File: src/rtl/seq_multiplier_pkg.sv
// Shared ALU multiplier definitions: FSM states,
// default width and the two's-complement negate helper.
package seq_multiplier_pkg;

    localparam int MUL_WIDTH = 16;
    localparam int NEG_W     = 64;

    typedef enum logic [1:0] {
        IDLE,
        RUN,
        FIX
    } mul_state_t;

    // Callers zero-extend into NEG_W bits and truncate the result back.
    function automatic logic [NEG_W-1:0] twos_negate(
        input logic [NEG_W-1:0] v
    );
        return ~v + NEG_W'(1);
    endfunction

endpackage

File: src/rtl/seq_multiplier_add_shift.sv
// One shift-add iteration: conditional add of the multiplicand
// into the upper field, then a logical right shift.
module mul_add_shift_stage #(
    parameter int WIDTH = 16
) (
    input  logic [2*WIDTH:0] acc,
    input  logic [WIDTH-1:0] ma,
    output logic [2*WIDTH:0] acc_next
);

    logic [WIDTH:0] addend;
    logic [WIDTH:0] sum;

    // Upper field is always below 2^WIDTH here, so the sum cannot wrap.
    assign addend   = acc[0] ? {1'b0, ma} : '0;
    assign sum      = acc[2*WIDTH:WIDTH] + addend;
    assign acc_next = {1'b0, sum, acc[WIDTH-1:1]};

endmodule

File: src/rtl/seq_multiplier.sv
// Sequential signed/unsigned shift-add multiplier,
// WIDTH+1 edges from accepted start to done.
module seq_multiplier
    import seq_multiplier_pkg::*;
#(
    parameter int WIDTH = MUL_WIDTH,
    parameter int CNT_W = $clog2(WIDTH+1)
) (
    input  logic               clk,
    input  logic               rst_n,
    input  logic               start,
    input  logic               op_signed,
    input  logic [WIDTH-1:0]   a,
    input  logic [WIDTH-1:0]   b,
    output logic               busy,
    output logic               done,
    output logic [2*WIDTH-1:0] result
);

    localparam int PW = 2 * WIDTH;

    mul_state_t       state;
    logic [CNT_W-1:0] cnt;
    logic [WIDTH-1:0] ma;
    logic             neg;
    logic [PW:0]      acc;
    logic [PW:0]      acc_next;

    logic [WIDTH-1:0] a_mag;
    logic [WIDTH-1:0] b_mag;
    logic [PW-1:0]    prod_neg;
    logic             last_iter;

    always_comb begin
        a_mag = a;
        b_mag = b;
        if (op_signed && a[WIDTH-1])
            a_mag = WIDTH'(twos_negate(NEG_W'(a)));
        if (op_signed && b[WIDTH-1])
            b_mag = WIDTH'(twos_negate(NEG_W'(b)));
    end

    assign prod_neg  = PW'(twos_negate(NEG_W'(acc[PW-1:0])));
    assign last_iter = (cnt == CNT_W'(WIDTH-1));

    mul_add_shift_stage #(
        .WIDTH(WIDTH)
    ) u_stage (
        .acc     (acc),
        .ma      (ma),
        .acc_next(acc_next)
    );

    always_ff @(posedge clk or negedge rst_n) begin
        if (!rst_n) begin
            state  <= IDLE;
            cnt    <= '0;
            ma     <= '0;
            neg    <= 1'b0;
            acc    <= '0;
            busy   <= 1'b0;
            done   <= 1'b0;
            result <= '0;
        end else begin
            done <= 1'b0;
            unique case (state)
                IDLE: begin
                    if (start) begin
                        ma    <= a_mag;
                        neg   <= op_signed & (a[WIDTH-1] ^ b[WIDTH-1]);
                        acc   <= {{(WIDTH+1){1'b0}}, b_mag};
                        cnt   <= '0;
                        busy  <= 1'b1;
                        state <= RUN;
                    end
                end
                RUN: begin
                    acc <= acc_next;
                    cnt <= cnt + CNT_W'(1);
                    if (last_iter)
                        state <= FIX;
                end
                FIX: begin
                    result <= neg ? prod_neg : acc[PW-1:0];
                    done   <= 1'b1;
                    busy   <= 1'b0;
                    state  <= IDLE;
                end
                default: state <= IDLE;
            endcase
        end
    end

endmodule

File: config.mk
export PLATFORM = sky130hd
export DESIGN_NAME = seq_multiplier
export DESIGN_NICKNAME = d
export VERILOG_FILES = /design/src/rtl/seq_multiplier_pkg.sv /design/src/rtl/seq_multiplier_add_shift.sv /design/src/rtl/seq_multiplier.sv
export SDC_FILE = /design/constraint.sdc
export NUM_CORES = 1
export LEC_CHECK = 0
export ABC_AREA = 1
export BUFFER_PORTS_ARGS = -buffer_cell sky130_fd_sc_hd__buf_2
export CAP_MARGIN = 20
export CORE_AREA = 2 2 105 107
export CTS_BUF_LIST = sky130_fd_sc_hd__clkbuf_2 sky130_fd_sc_hd__clkbuf_4 sky130_fd_sc_hd__clkbuf_8
export CTS_CLUSTER_SIZE = 24
export DETAILED_ROUTE_END_ITERATION = 12
export DIE_AREA = 0 0 107 109
export GPL_TIMING_DRIVEN = 0
export PLACE_DENSITY = 0.83
export SLEW_MARGIN = 20
export SYNTH_ARGS = -nofsm -noshare
export SYNTH_HDL_FRONTEND = slang
export SYNTH_SLANG_ARGS = --single-unit
File: constraint.sdc
create_clock -name clk -period 5.6 [get_ports clk]
set_input_delay 0.28 -clock clk [delete_from_list [all_inputs] [get_ports clk]]
set_output_delay 0.28 -clock clk [all_outputs]
set_load 0.005 [all_outputs]
=== Word level (Yosys, flattened, before mapping) ===
Cells that the tools add are included.

* Logic and storage cells: 46
* Bits of input ports: 36
* Register bits after elaboration: 91
* Output and inout port bits: 34

* Mux-type cells: 14
* Eq/ne operators: 5
* Add/subtract/negate cells: 5
* Reduce and logical (&&, ||, !) cells: 9
* Bitwise gates (word level): 5

{| class="wikitable"
|+ Operators with widths
! kind !! number
|-
| 33-bit one-hot mux with 2 select lines || 1
|-
| 16-bit 2-to-1 mux || 3
|-
| 33-bit 2-to-1 mux || 1
|-
| 16-bit by 1-bit adder with 16-bit output (second input constant) || 2
|-
| 32-bit by 1-bit adder with 32-bit output (second input constant) || 1
|-
| 32-bit 2-to-1 mux || 1
|-
| 16-bit NOT || 2
|-
| 32-bit NOT || 1
|-
| 17-bit adder || 1
|-
| 5-bit one-hot mux with 2 select lines || 1
|-
| 2-bit AND reduction || 4
|-
| 5-bit by 1-bit adder with 5-bit output (second input constant) || 1
|-
| 5-bit by 4-bit equality test with 1-bit output (second input constant) || 1
|-
| 5-bit 2-to-1 mux || 1
|-
| 2-bit 2-to-1 mux || 2
|-
| 2-bit != test (second input constant) || 2
|-
| 2-bit one-hot mux with 2 select lines || 1
|-
| 2-bit nonzero test || 2
|-
| 2-bit by 1-bit equality test with 1-bit output (second input constant) || 1
|-
| 2-bit equality test (second input constant) || 1
|-
| 1-bit logical AND || 2
|-
| 2-bit zero test || 1
|-
| 1-bit 2-to-1 mux || 2
|-
| 1-bit one-hot mux with 2 select lines || 1
|-
| other kinds (2) || 2
|}

=== Depth between registers and ports, before layout ===
* Word-level depth: 5
* Depth in mapped cells: 17
* Depth with buffers taken out: 15

=== Modules after synthesis ===
From an unflattened synthesis, not the netlist that was laid out.

* Cells, all modules: 950
* Area total of the unflattened synthesis: 6491.2 um^2

{| class="wikitable"
|+ Modules (own cells, without submodules)
! module !! area each (um^2) !! instances !! cells an instance !! seq. area each (um^2)
|-
| seq_multiplier || 5231.3 || 1 || 703 || 2277.2
|-
| mul_add_shift_stage || 1260.0 || 1 || 247 || 0.0
|}

=== Worst setup path before layout ===
Ideal clock, no wire load.

* Kind: register -> register
* Start: register acc[0]
* End: register acc[29]
* Data required time: 5.482 ns
* Path buffers: 2
* Slack: 3.351 ns
* Cell stages (with the launch flop): 18
* Arrival time: 2.131 ns
* Period minus slack after synthesis: 2.249 ns
* Setup time: 0.118 ns
* Path through: dfrtp_1 -> buf_6 -> clkbuf_1 -> nand2_1 -> inv_1 -> ha_1 -> inv_1 -> fa_1 -> inv_1 -> nand2_1 -> a21oi_2 -> nand2_1 -> nand2_1 -> nand2_1 -> nand2_1 -> nand2_1 -> nand3_1 -> nand2_1

* Word-level cells in the longest chain between the ends: 3

{| class="wikitable"
|+ Ends and longest elaborated chain
! what !! RTL line !! RTL
|-
| from (decl) || seq_multiplier.sv:26 || <nowiki>logic [PW:0] acc;</nowiki>
|-
| from (signal assigned) || seq_multiplier.sv:71 || <nowiki>acc <= {{(WIDTH+1){1'b0}}, b_mag};</nowiki>
|-
| from (signal assigned) || seq_multiplier.sv:78 || <nowiki>acc <= acc_next;</nowiki>
|-
| 16-bit 2-to-1 mux || seq_multiplier_add_shift.sv:15 || <nowiki>assign addend = acc[0] ? {1'b0, ma} : '0;</nowiki>
|-
| 17-bit adder || seq_multiplier_add_shift.sv:16 || <nowiki>assign sum = acc[2*WIDTH:WIDTH] + addend;</nowiki>
|-
| 33-bit one-hot mux with 2 select lines || seq_multiplier.sv:66 || <nowiki>unique case (state)</nowiki>
|}

No other way between the ends.
A chain may end at the register's enable or synchronous reset.

=== Worst setup path after layout ===
* Start: register acc[0]
* End: register acc[25]

Same word-level chain as after synthesis.

==> flow_results.xml <==
<?xml version="1.0" encoding="UTF-8"?>
<metrics>
  <group name="worst_setup_path">
    <metric name="crit_path_max_fanout" unit="">10</metric>
    <metric name="worstPathRequired" unit="ns">5.87</metric>
    <metric name="crit_slowest_cell" unit="">sky130_fd_sc_hd__dfrtp_1</metric>
    <metric name="cp-start-kind" unit="">flop</metric>
    <metric name="cp_slowest_stage_delay" unit="ns">0.35</metric>
    <metric name="crit_path_end_kind" unit="">flop</metric>
    <metric name="endpoint_arrival_time_on_the_critical_path" unit="ns">2.98</metric>
    <metric name="critical_path.most_common_cell" unit="">sky130_fd_sc_hd__nand2_1</metric>
    <metric name="critical-path-top-delay-family" unit="">simple AND/OR/NAND/NOR gates</metric>
    <metric name="buffering_stage_count_on_the_worst_path_with_inverters_included" unit="">5</metric>
    <metric name="crit_path_cell_trace" unit="">buf_6, clkbuf_1, nand2_1, inv_1, ha_1, inv_1, fa_1, inv_1, nand2_1, a21oi_2, nand2_1, nand2_1, nand2_1, nand2_1, nand2_1, nand3_1, nand2_1</metric>
    <metric name="worstSetupPathType" unit="">reg2reg</metric>
  </group>
  <group name="placed_design">
    <metric name="detailedPlacementHpwl" unit="mm">11.6</metric>
    <metric name="weighted_congestion_at_the_end_of_routability_driven_global_placement" unit="">0.952</metric>
    <metric name="placement.setup.worst_slack" unit="ns">2.95</metric>
    <metric name="portBuffers" unit="">69</metric>
  </group>
  <group name="detailed_routing">
    <metric name="post_detailed_routing_wire_length" unit="mm">14.7</metric>
    <metric name="route.detailed.wl_per_inst" unit="um">13.7</metric>
    <metric name="number_of_routed_nets_with_antenna_violations" unit="">0</metric>
    <metric name="top_signal_layer_used" unit="">met4</metric>
    <metric name="drt_first_iter_violations" unit="">386</metric>
    <metric name="dr_wl_met2" unit="mm">6.77</metric>
    <metric name="route.layer.met1.wl" unit="mm">6.76</metric>
    <metric name="drt-pass1-iter-count" unit="">7</metric>
    <metric name="route.detailed.vias_per_inst" unit="">5.40</metric>
    <metric name="wl_met3" unit="um">881</metric>
    <metric name="detail_route.drc_violations" unit="">0</metric>
    <metric name="vias" unit="">5806</metric>
  </group>
  <group name="synthesis">
    <metric name="synth_top_area_cell" unit="">sky130_fd_sc_hd__dfrtp_1</metric>
    <metric name="synthesis.instances" unit="">849</metric>
    <metric name="post_synthesis_sequential_element_count" unit="">90</metric>
    <metric name="synthArstFlopShare" unit="%">100</metric>
    <metric name="synth.net_count" unit="">907</metric>
    <metric name="yosys_warnings" unit="">0</metric>
    <metric name="syn_avg_cell_area" unit="um2">7.08</metric>
    <metric name="ys_top_cells_by_area" unit="">sky130_fd_sc_hd__dfrtp_1 (37%), sky130_fd_sc_hd__nand2_1 (17%), sky130_fd_sc_hd__nand3_1 (5.6%)</metric>
    <metric name="share_of_the_synthesized_area_in_the_top_cell_type" unit="%">37.5</metric>
    <metric name="synth-edff-count" unit="">0</metric>
    <metric name="yosysUniqueCellTypes" unit="">46</metric>
    <metric name="sequential_cell_area_fraction_in_the_yosys_report" unit="%">37.5</metric>
    <metric name="postSynth.topFlopCell" unit="">sky130_fd_sc_hd__dfrtp_1</metric>
    <metric name="synth_cell_area" unit="um2">6010</metric>
  </group>
  <group name="cts">
    <metric name="ctsLongestPathBuffers" unit="">2</metric>
    <metric name="htreeDepth" unit="">3</metric>
    <metric name="cts_root_buffer" unit="">sky130_fd_sc_hd__clkbuf_8</metric>
    <metric name="cts-buffers-inserted" unit="">9</metric>
    <metric name="clock_sinks" unit="">90</metric>
    <metric name="tritoncts_clock_tree" unit="">yes</metric>
    <metric name="clock_latency" unit="ns">0.38</metric>
    <metric name="clk_transition_reported_paths" unit="ns">0.09</metric>
  </group>
  <group name="floorplan">
    <metric name="design.die.area" unit="um2">11700</metric>
    <metric name="floorplan.initialDensity" unit="%">56.7</metric>
    <metric name="num_io_pins" unit="">70</metric>
    <metric name="row_count" unit="">38</metric>
    <metric name="core_area" unit="um2">10600</metric>
    <metric name="floorplan.die.width" unit="um">107</metric>
    <metric name="fp.dieH" unit="um">109</metric>
  </group>
  <group name="power">
    <metric name="irDropWorstVdd" unit="mV">0.198</metric>
    <metric name="leakagePower" unit="nW">3.51</metric>
    <metric name="pwr_density_cell" unit="nW/um2">510</metric>
  </group>
  <group name="cells_and_area">
    <metric name="final_cell_mix" unit="">sky130_fd_sc_hd__nand2_1 (270), sky130_fd_sc_hd__dfrtp_1 (90), sky130_fd_sc_hd__inv_1 (83), sky130_fd_sc_hd__buf_2 (78), sky130_fd_sc_hd__nor2_1 (70)</metric>
    <metric name="finalCoreUtilization" unit="%">63.9</metric>
    <metric name="areaGrowthSynthToFinish" unit="%">12.7</metric>
    <metric name="drive_above_1_share" unit="%">13.8</metric>
    <metric name="final-seq-area" unit="um2">2250</metric>
    <metric name="final.fill_count" unit="">1005</metric>
    <metric name="multi_input_comb_area" unit="um2">3300</metric>
    <metric name="number_of_nets_in_the_final_layout" unit="">989</metric>
    <metric name="n_antenna_cell" unit="">0</metric>
    <metric name="final_common_cell" unit="">sky130_fd_sc_hd__nand2_1</metric>
  </group>
  <group name="timing">
    <metric name="worst_case_headroom_to_the_max_slew_limit" unit="%">62.9</metric>
    <metric name="fin_crit" unit="ns">2.71</metric>
    <metric name="final-max-slew-violation-count" unit="">0</metric>
    <metric name="clock_skew" unit="ns">0.00976</metric>
    <metric name="post-route-period-util" unit="%">48.4</metric>
    <metric name="timing.hold.ws" unit="ns">0.168</metric>
    <metric name="grt_setup_unrepaired" unit="">false</metric>
    <metric name="final_setup_violation_count" unit="">0</metric>
    <metric name="max_slew.worst_pin.slew" unit="ns">0.556</metric>
    <metric name="fmaxAchievable" unit="MHz">369</metric>
    <metric name="timing.final.hold_violations" unit="">0</metric>
    <metric name="final.setup.worst_slack" unit="ns">2.89</metric>
    <metric name="tns" unit="ns">0</metric>
  </group>
  <group name="global_routing">
    <metric name="grt-ovfl-total" unit="">0</metric>
    <metric name="grt_max_degree" unit="">57</metric>
    <metric name="grt_antenna_before_repair" unit="">0</metric>
    <metric name="grt_first_pass_wirelength" unit="mm">24.7</metric>
    <metric name="groute.usage.overall" unit="%">26.8</metric>
    <metric name="first_global_vias" unit="">5438</metric>
  </group>
  <group name="worst_hold_path">
    <metric name="hold_class" unit="">in2reg</metric>
  </group>
  <group name="run_status">
    <metric name="status" unit="">finished clean</metric>
  </group>
  <group name="job">
    <metric name="maxCapViolCount" unit="">0</metric>
  </group>
</metrics>
==> worst reg2reg max path: cells and delay by family (launching register included) <==
family                   cells  cell delay [ns]
AO/OA/AOI/OAI                1             0.28
buffers and inverters        5             0.67
AND/OR/NAND/NOR              9             0.79
adder cells (fa/ha/maj)      2             0.51
flip-flops                   1             0.35
==> synth_stat cells (10+ instances only) <==
master and instances:
sky130_fd_sc_hd__nand3_1 67, sky130_fd_sc_hd__buf_2 10, sky130_fd_sc_hd__o21ai_0 61, sky130_fd_sc_hd__nor2_1 70, sky130_fd_sc_hd__o21ai_1 14, sky130_fd_sc_hd__ha_1 21, sky130_fd_sc_hd__a22oi_1 14, sky130_fd_sc_hd__inv_1 83
sky130_fd_sc_hd__xor2_1 22, sky130_fd_sc_hd__nand2_1 270, sky130_fd_sc_hd__dfrtp_1 90, sky130_fd_sc_hd__a21oi_1 25, sky130_fd_sc_hd__nand4_1 15
==> per-layer routing <==
layer | track usage [%] | up-vias
met5 | 0 | -
met4 | 11.2 | 0
met3 | 4.24 | 26
met2 | 44.1 | 209
met1 | 35.5 | 2640
li1 | - | 2931
==> registers in the layout, summed over array words and instances (netlist names) <==
signal	cells
acc	32
busy	1
cnt	5
done	1
ma	16
neg	1
result	32
state	2
==> power by group <==
part           leakage, nW  internal [mW]  switching (mW)
clock                0.103          0.219           0.237
combinational         2.35          0.694            1.14
sequential            1.06          0.902           0.266
total                 3.51           1.81            1.64
==> through the flow <==
step           cell area, um2  std cells  power (mW)
6_report                 6780       1076        3.45
5_1_grt                  6780       1076        3.78
4_1_cts                  6780       1076        3.44
3_5_place_dp             6560       1059        2.97
3_3_place_gp             6530       1058        2.92
2_1_floorplan            6010        849        2.48
==> worst paths after layout <==
path / start / to / slack [ns] / cells after the start
setup / recovery: acc[0]$_DFFE_PN0P_ / acc[25]$_DFFE_PN0P_ / 2.89 / 17
min in group asynchronous: rst_n / acc[6]$_DFFE_PN0P_ / 0.38 / 2
hold reg to reg: result[31]$_DFFE_PN0P_ / result[31]$_DFFE_PN0P_ / 0.48 / 2
setup reg to reg: acc[0]$_DFFE_PN0P_ / acc[25]$_DFFE_PN0P_ / 2.89 / 17
max in group asynchronous: rst_n / result[23]$_DFFE_PN0P_ / 4.61 / 3
hold / removal: b[14] / acc[14]$_DFFE_PN0P_ / 0.17 / 3
==> final cells by class <==
cell class | count | share of cell area [%]
multi-input cells | 645 | 48.7
flip-flops and latches | 90 | 33.2
repair buffers | 71 | 5.69
inverters | 89 | 4.97
well taps | 140 | 2.59
clock buffers | 10 | 2.03
plain buffers | 25 | 1.85
clock inverters | 6 | 0.960
==> what timing repair did <==
item | CTS | global route
hold buffers | 1 | 0
resized for setup | 0 | 0
endpoints found under the hold margin | 34 | 0
setup buffers | 0 | 0
==> cell families (layout without fill, tap and decap cells) <==
kind of cell | count (synthesis) | in the layout | synth area share, %
compound gates | 136 | 136 | 13.2
xor+xnor | 29 | 29 | 4.22
fa+ha+maj | 22 | 22 | 4.70
buf+inv | 114 | 201 | 7.68
flops | 90 | 90 | 37.5
simple gates | 458 | 458 | 32.8
(Power assumes the default switching activity.)
